===== src/rtl/qdec_bin_arb_pkg.sv =====
// rtl/qdec_bin_arb_pkg.sv - shared arbiter state enum, requester indices and round-robin helper
package qdec_cabac_package;

    typedef enum logic [1:0] {
        ARB_IDLE  = 2'd0,
        ARB_GRANT = 2'd1,
        ARB_DRAIN = 2'd2
    } t_state_arb;

    localparam int REQ_SAO = 0;
    localparam int REQ_CU  = 1;
    localparam int REQ_DQP = 2;
    localparam int REQ_RES = 3;

    // Index of the k-th candidate after last, wrapping over n requesters.
    function automatic int rr_wrap(int last, int k, int n);
        return (last + k) % n;
    endfunction

endpackage


===== src/rtl/qdec_bin_arb_rr_pick.sv =====
// rtl/qdec_bin_arb_rr_pick.sv - round-robin one-hot picker starting after last_gnt
module qdec_rr_pick
    import qdec_cabac_package::*;
#(
    parameter int N     = 4,
    parameter int IDX_W = 2
) (
    input  logic [N-1:0]     req,
    input  logic [IDX_W-1:0] last_gnt,
    output logic [N-1:0]     win,
    output logic [IDX_W-1:0] win_idx,
    output logic             any
);

    logic [IDX_W-1:0] cand;

    always_comb begin
        win     = '0;
        win_idx = '0;
        any     = 1'b0;
        cand    = '0;
        for (int k = 1; k <= N; k++) begin
            cand = IDX_W'(rr_wrap(int'(last_gnt), k, N));
            if (!any && req[cand]) begin
                any       = 1'b1;
                win[cand] = 1'b1;
                win_idx   = cand;
            end
        end
    end

endmodule


===== src/rtl/qdec_bin_arb.sv =====
// rtl/qdec_bin_arb.sv - CABAC bin-decoder arbiter between sub-FSMs and one decoding engine
// QDEC_BIN_ARB_STATS_EN adds per-requester delivered-bin counters (bin_cnt, stats_clr).
module qdec_bin_arb
    import qdec_cabac_package::*;
#(
    parameter int NUM_REQ   = 4,
    parameter int OUTST_MAX = 4
) (
    input  logic                  clk,
    input  logic                  rst_n,
    input  logic [NUM_REQ-1:0]    req,
    input  logic [NUM_REQ*10-1:0] req_ctx_addr,
    input  logic [NUM_REQ-1:0]    req_ctx_addr_vld,
    input  logic [NUM_REQ-1:0]    req_dec_run,
    input  logic [NUM_REQ-1:0]    req_EPMode,
    output logic [NUM_REQ-1:0]    gnt,
    output logic [NUM_REQ-1:0]    req_dec_rdy,
    output logic [NUM_REQ-1:0]    req_ruiBin,
    output logic [NUM_REQ-1:0]    req_ruiBin_vld,
    output logic [9:0]            ctx_addr,
    output logic                  ctx_addr_vld,
    output logic                  dec_run,
    output logic                  EPMode,
    input  logic                  dec_rdy,
    input  logic                  ruiBin,
    input  logic                  ruiBin_vld,
    output logic                  arb_err
`ifdef QDEC_BIN_ARB_STATS_EN
    ,
    output logic [NUM_REQ*16-1:0] bin_cnt,
    input  logic                  stats_clr
`endif
);

    localparam int         IDX_W   = (NUM_REQ > 1) ? $clog2(NUM_REQ) : 1;
    localparam logic [2:0] OUT_MAX = 3'(OUTST_MAX);

    t_state_arb         state, state_nxt;
    logic [NUM_REQ-1:0] gnt_nxt;
    logic [IDX_W-1:0]   own_idx, own_nxt;
    logic [IDX_W-1:0]   last_gnt, last_nxt;
    logic [2:0]         outst, outst_nxt;
    logic               own_run;
    logic               bin_ok;
    logic               err_now;
    logic [NUM_REQ-1:0] pick_win;
    logic [IDX_W-1:0]   pick_idx;
    logic               pick_any;

    qdec_rr_pick #(
        .N     (NUM_REQ),
        .IDX_W (IDX_W)
    ) u_pick (
        .req      (req),
        .last_gnt (last_gnt),
        .win      (pick_win),
        .win_idx  (pick_idx),
        .any      (pick_any)
    );

    always_ff @(posedge clk) begin
        if (!rst_n) begin
            state    <= ARB_IDLE;
            gnt      <= '0;
            own_idx  <= '0;
            last_gnt <= IDX_W'(NUM_REQ - 1);
            outst    <= '0;
            arb_err  <= 1'b0;
        end else begin
            state    <= state_nxt;
            gnt      <= gnt_nxt;
            own_idx  <= own_nxt;
            last_gnt <= last_nxt;
            outst    <= outst_nxt;
            arb_err  <= arb_err | err_now;
        end
    end

    always_comb begin
        state_nxt      = state;
        gnt_nxt        = gnt;
        own_nxt        = own_idx;
        last_nxt       = last_gnt;
        ctx_addr       = '0;
        ctx_addr_vld   = 1'b0;
        EPMode         = 1'b0;
        own_run        = 1'b0;
        req_dec_rdy    = '0;
        req_ruiBin     = '0;
        req_ruiBin_vld = '0;
        // A bin with nothing in flight is dropped rather than routed.
        bin_ok         = ruiBin_vld && (outst != 3'd0);

        for (int i = 0; i < NUM_REQ; i++) begin
            if ((state != ARB_IDLE) && (own_idx == IDX_W'(i))) begin
                ctx_addr          = req_ctx_addr[i*10 +: 10];
                ctx_addr_vld      = req_ctx_addr_vld[i];
                EPMode            = req_EPMode[i];
                own_run           = req_dec_run[i];
                req_dec_rdy[i]    = dec_rdy;
                req_ruiBin[i]     = ruiBin;
                req_ruiBin_vld[i] = bin_ok;
            end
        end

        dec_run   = (state == ARB_GRANT) && own_run && (outst != OUT_MAX);
        outst_nxt = outst + 3'(dec_run) - 3'(bin_ok);

        // gnt is zero in ARB_IDLE, so any dec_run there counts as a non-owner request.
        err_now = (|(req_dec_run & ~gnt))
                || (ruiBin_vld && (outst == 3'd0))
                || (own_run && ((state == ARB_DRAIN) || (outst == OUT_MAX)));

        case (state)
            ARB_IDLE: begin
                if (pick_any) begin
                    gnt_nxt   = pick_win;
                    own_nxt   = pick_idx;
                    state_nxt = ARB_GRANT;
                end
            end
            ARB_GRANT: begin
                if (!req[own_idx]) begin
                    if (outst_nxt == 3'd0) begin
                        state_nxt = ARB_IDLE;
                        gnt_nxt   = '0;
                        last_nxt  = own_idx;
                    end else begin
                        state_nxt = ARB_DRAIN;
                    end
                end
            end
            ARB_DRAIN: begin
                if (outst_nxt == 3'd0) begin
                    state_nxt = ARB_IDLE;
                    gnt_nxt   = '0;
                    last_nxt  = own_idx;
                end
            end
            default: begin
                state_nxt = ARB_IDLE;
                gnt_nxt   = '0;
            end
        endcase
    end

`ifdef QDEC_BIN_ARB_STATS_EN
    for (genvar g = 0; g < NUM_REQ; g++) begin : g_stats
        logic [15:0] cnt;

        always_ff @(posedge clk) begin
            if (!rst_n || stats_clr) begin
                cnt <= '0;
            end else if (req_ruiBin_vld[g] && (cnt != 16'hFFFF)) begin
                cnt <= cnt + 16'd1;
            end
        end

        assign bin_cnt[g*16 +: 16] = cnt;
    end
`endif

endmodule


===== config.mk =====
export PLATFORM = sky130hd
export DESIGN_NAME = qdec_bin_arb
export DESIGN_NICKNAME = d
export VERILOG_FILES = /design/src/rtl/qdec_bin_arb_pkg.sv /design/src/rtl/qdec_bin_arb_rr_pick.sv /design/src/rtl/qdec_bin_arb.sv
export SDC_FILE = /design/constraint.sdc
export NUM_CORES = 1
export LEC_CHECK = 0
export ABC_CLOCK_PERIOD_IN_PS = 2600
export BUFFER_PORTS_ARGS = -buffer_cell sky130_fd_sc_hd__buf_2
export CAP_MARGIN = 30
export CORE_UTILIZATION = 40
export CTS_CLUSTER_SIZE = 12
export DETAILED_ROUTE_END_ITERATION = 6
export PLACE_DENSITY = 0.87
export RECOVER_POWER = 25
export SLEW_MARGIN = 25
export SYNTH_ARGS = -nofsm -noshare
export SYNTH_HDL_FRONTEND = slang
export SYNTH_SLANG_ARGS = --single-unit

===== constraint.sdc =====
create_clock -name clk -period 2.6 [get_ports clk]
set_input_delay 0.13 -clock clk [delete_from_list [all_inputs] [get_ports clk]]
set_output_delay 0.13 -clock clk [all_outputs]
set_load 0.01 [all_outputs]

==> impl_metrics.json <==
{
  "setup_violations": 6,
  "synth_edf_count": 0,
  "place_congestion": 0.8408,
  "cts_tree": "built",
  "post-route-util_pct": 57.44,
  "crit_slowest_cell": "mux4_2",
  "path_cells": "mux4_2 > nor2b_4 > and3_4 > ha_4 > fa_2 > xnor3_1 > or3_4 > nand2_4 > nand4_1 > o2bb2ai_1",
  "ioPinCount": 91,
  "grt_pass1_wl_mm": 6.603,
  "maxSlewHeadroom_pct": 67.40,
  "fin_ws_ns": -0.09853,
  "rows": 23,
  "clk_path_buf_depth": 2,
  "detail_route.drc_violations": 0,
  "finalCritPeriodShare_pct": 103.8,
  "reg2reg_from": "own_idx[0]",
  "cts-root-buf": "clkbuf_8",
  "yosysMostFrequentCell": "inv_1",
  "ys.flop_type": "dfxtp_1",
  "fillerInstances": 393,
  "synth.distinct_cells": 48,
  "htree_levels": 1,
  "clkTransAtPathRegs_ns": 0.06,
  "tightest_slew_ns": 0.4846,
  "cp-start-kind": "register",
  "slowest_delay_ns": 0.50,
  "register_area_um2": 281.5,
  "crit_start": "own_idx[0]",
  "hold_viol": 0,
  "grt_max_degree": 22,
  "drive_gt1_share_pct": 45.61,
  "die-width_um": 68.06,
  "peakVddDrop_v": 0.0003216,
  "synth.ff_latch_count": 14,
  "dp_slack_ns": -0.1419,
  "cts_buffers": 3,
  "worst_ep_required_time_ns": 2.78,
  "async_flop_share_pct": 0,
  "ant_nets": 0,
  "r2r_end": "gnt[0]",
  "yosysWarnings": 0,
  "first_pass_iters": 4,
  "switching_share_pct": 44.24,
  "clock.fmax_ghz": 0.3706,
  "combPwrFrac_pct": 72.7,
  "p_leak_nw": 1.069,
  "grt_pass1_vias": 1507,
  "dp_hpwl_mm": 3.538,
  "yosys.area.top_type": "mux4_2",
  "core_area_um2": 4086,
  "netlist_instances": 193,
  "hp-class": "input pin to register",
  "drt-total-wl_mm": 4.413,
  "ff2ff_path_depth": 10,
  "insertion_delay_ns": 0.25,
  "netlist_area_um2": 1745,
  "die_h_um": 68.06,
  "p_switching_mw": 0.8860,
  "endpoint": "gnt[0]",
  "pwr-share-seq_pct": 16.9,
  "syn_avg_cell_area_um2": 9.044,
  "status": "finished with violations",
  "clkPwrFrac_pct": 10.4,
  "finalSetupTns_ns": -0.4293,
  "placed_area_um2": 2278,
  "antenna_found_initial": 0,
  "diodes": 0,
  "grt.total_usage_pct": 18.65,
  "synth_top_area_share_pct": 19.35,
  "area_growth_pct": 34.48,
  "power_mw": 2.003,
  "grt_overflow": 0,
  "num-nets-final": 360,
  "violations": "setup timing",
  "slew_viol_final": 0,
  "grt_setup_unrepaired": "yes",
  "critPathBufInv": 0,
  "yosysSeqAreaShare_pct": 16.06,
  "ys_top_cells_by_area": "mux4_2, dfxtp_1, ha_1, nor2b_1, inv_1",
  "synth_common_cells": "inv_1, nor2b_1, mux4_2, nor2_1, dfxtp_1",
  "maxCapViolations": 0,
  "wl_per_cell_um": 13.17,
  "cp_top_family": "simple AND/OR/NAND/NOR gates",
  "cp.arrival_ns": 2.87,
  "die_area_um2": 4631,
  "crit_fanout": 4,
  "cp_num_cells": 10,
  "syn_nets": 267,
  "port_buffers": 90,
  "setup.worst_path.end_class": "register",
  "finalClockSkew_ns": 0.005183,
  "p_int_mw": 1.117,
  "stdcell_area_um2": 2347,
  "multi_input_area_um2": 1365,
  "min_period_ns": 2.699,
  "r2r_slack_ns": -0.1,
  "cts_sinks": 14,
  "crit_type": "register to register",
  "start_util_pct": 42.71,
  "drt-initial-drc-count": 82,
  "vias": 1781,
  "viasPerCell": 5.316,
  "powerDensity_nw_per_um2": 853.2
}
worst min-delay path by stage:
stage                        endpoint  slack (ns)  depth (start not counted)        from
after global routing      last_gnt[0]        0.16                          2       rst_n
after floorplan               arb_err        0.31                          2  ruiBin_vld
after global placement    last_gnt[0]        0.41                          2       rst_n
after detailed placement  last_gnt[0]        0.42                          2       rst_n
after CTS                 last_gnt[0]        0.16                          2       rst_n
final                     last_gnt[0]        0.17                          2       rst_n
logic make-up after synthesis:
| logic type | synth area share (%) |
|---|---|
| muxes | 22.58 |
| and+or+nand+nor | 25.38 |
| AOI/OAI and AO/OA | 16.70 |
| buffers and inverters | 8.244 |
| xor gates and xnor gates | 1.290 |
| DFF | 16.06 |
| adders and majority gates | 9.749 |
cell usage in the layout (no fill, tap or decap), types with 4 or more instances in the layout:
cell type,n
clkbuf_8,4
a221oi_1,4
buf_2,85
nor2_1,15
inv_1,19
o21ai_0,7
buf_4,9
nand2b_1,7
clkbuf_1,5
nand2_1,12
nor2b_1,15
mux4_2,15
a21oi_1,5
nor3_1,7
ha_1,11
o2bb2ai_1,4
dfxtp_1,13
area by class of cell:
type / instances / share of cell area (%)
Multi-Input combinational cell: 149 / 58.16
Tap cell: 50 / 2.665
Inverter: 19 / 3.038
Timing Repair Buffer: 99 / 21.80
Clock buffer: 4 / 2.345
Sequential cell: 14 / 11.99
flip-flops by register name (all words and copies together) (netlist names):
signal,count
last_gnt,2
state,2
arb_err,1
outst,3
gnt,4
own_idx,2
power by group through the flow:
stage          Sequential, mW  Combinational, mW  Clock [mW]
2_1_floorplan           0.349               1.01           0
3_3_place_gp            0.336               1.36           0
3_5_place_dp            0.340               1.41           0
4_1_cts                 0.336               1.45       0.213
5_1_grt                 0.345               1.60       0.231
6_report                0.338               1.46       0.208
what timing repair did:
item / CTS / global route
hold buffers: 0 / 0
buffers inserted: 0 / 1
gates resized for setup: 2 / 1
endpoints found under the setup margin: 6 / 7
pin swaps: 3 / 3
layer usage:
metal | wire length (um) | track usage, %
met1 | 1926 | 23.27
met3 | 175 | 2.167
met4 | 36 | 4.167
met5 | 0 | 0
met2 | 2275 | 33.82
metrics by stage:
stage | std cells | hold WS (ns)
after CTS | 334 | 0.1590
after global routing | 335 | 0.1581
after global placement | 330 | 0.4074
after detailed placement | 330 | 0.4172
after floorplan | 193 | 0.3099
final | 335 | 0.1667
No activity file was read; power rests on OpenSTA's default activity.
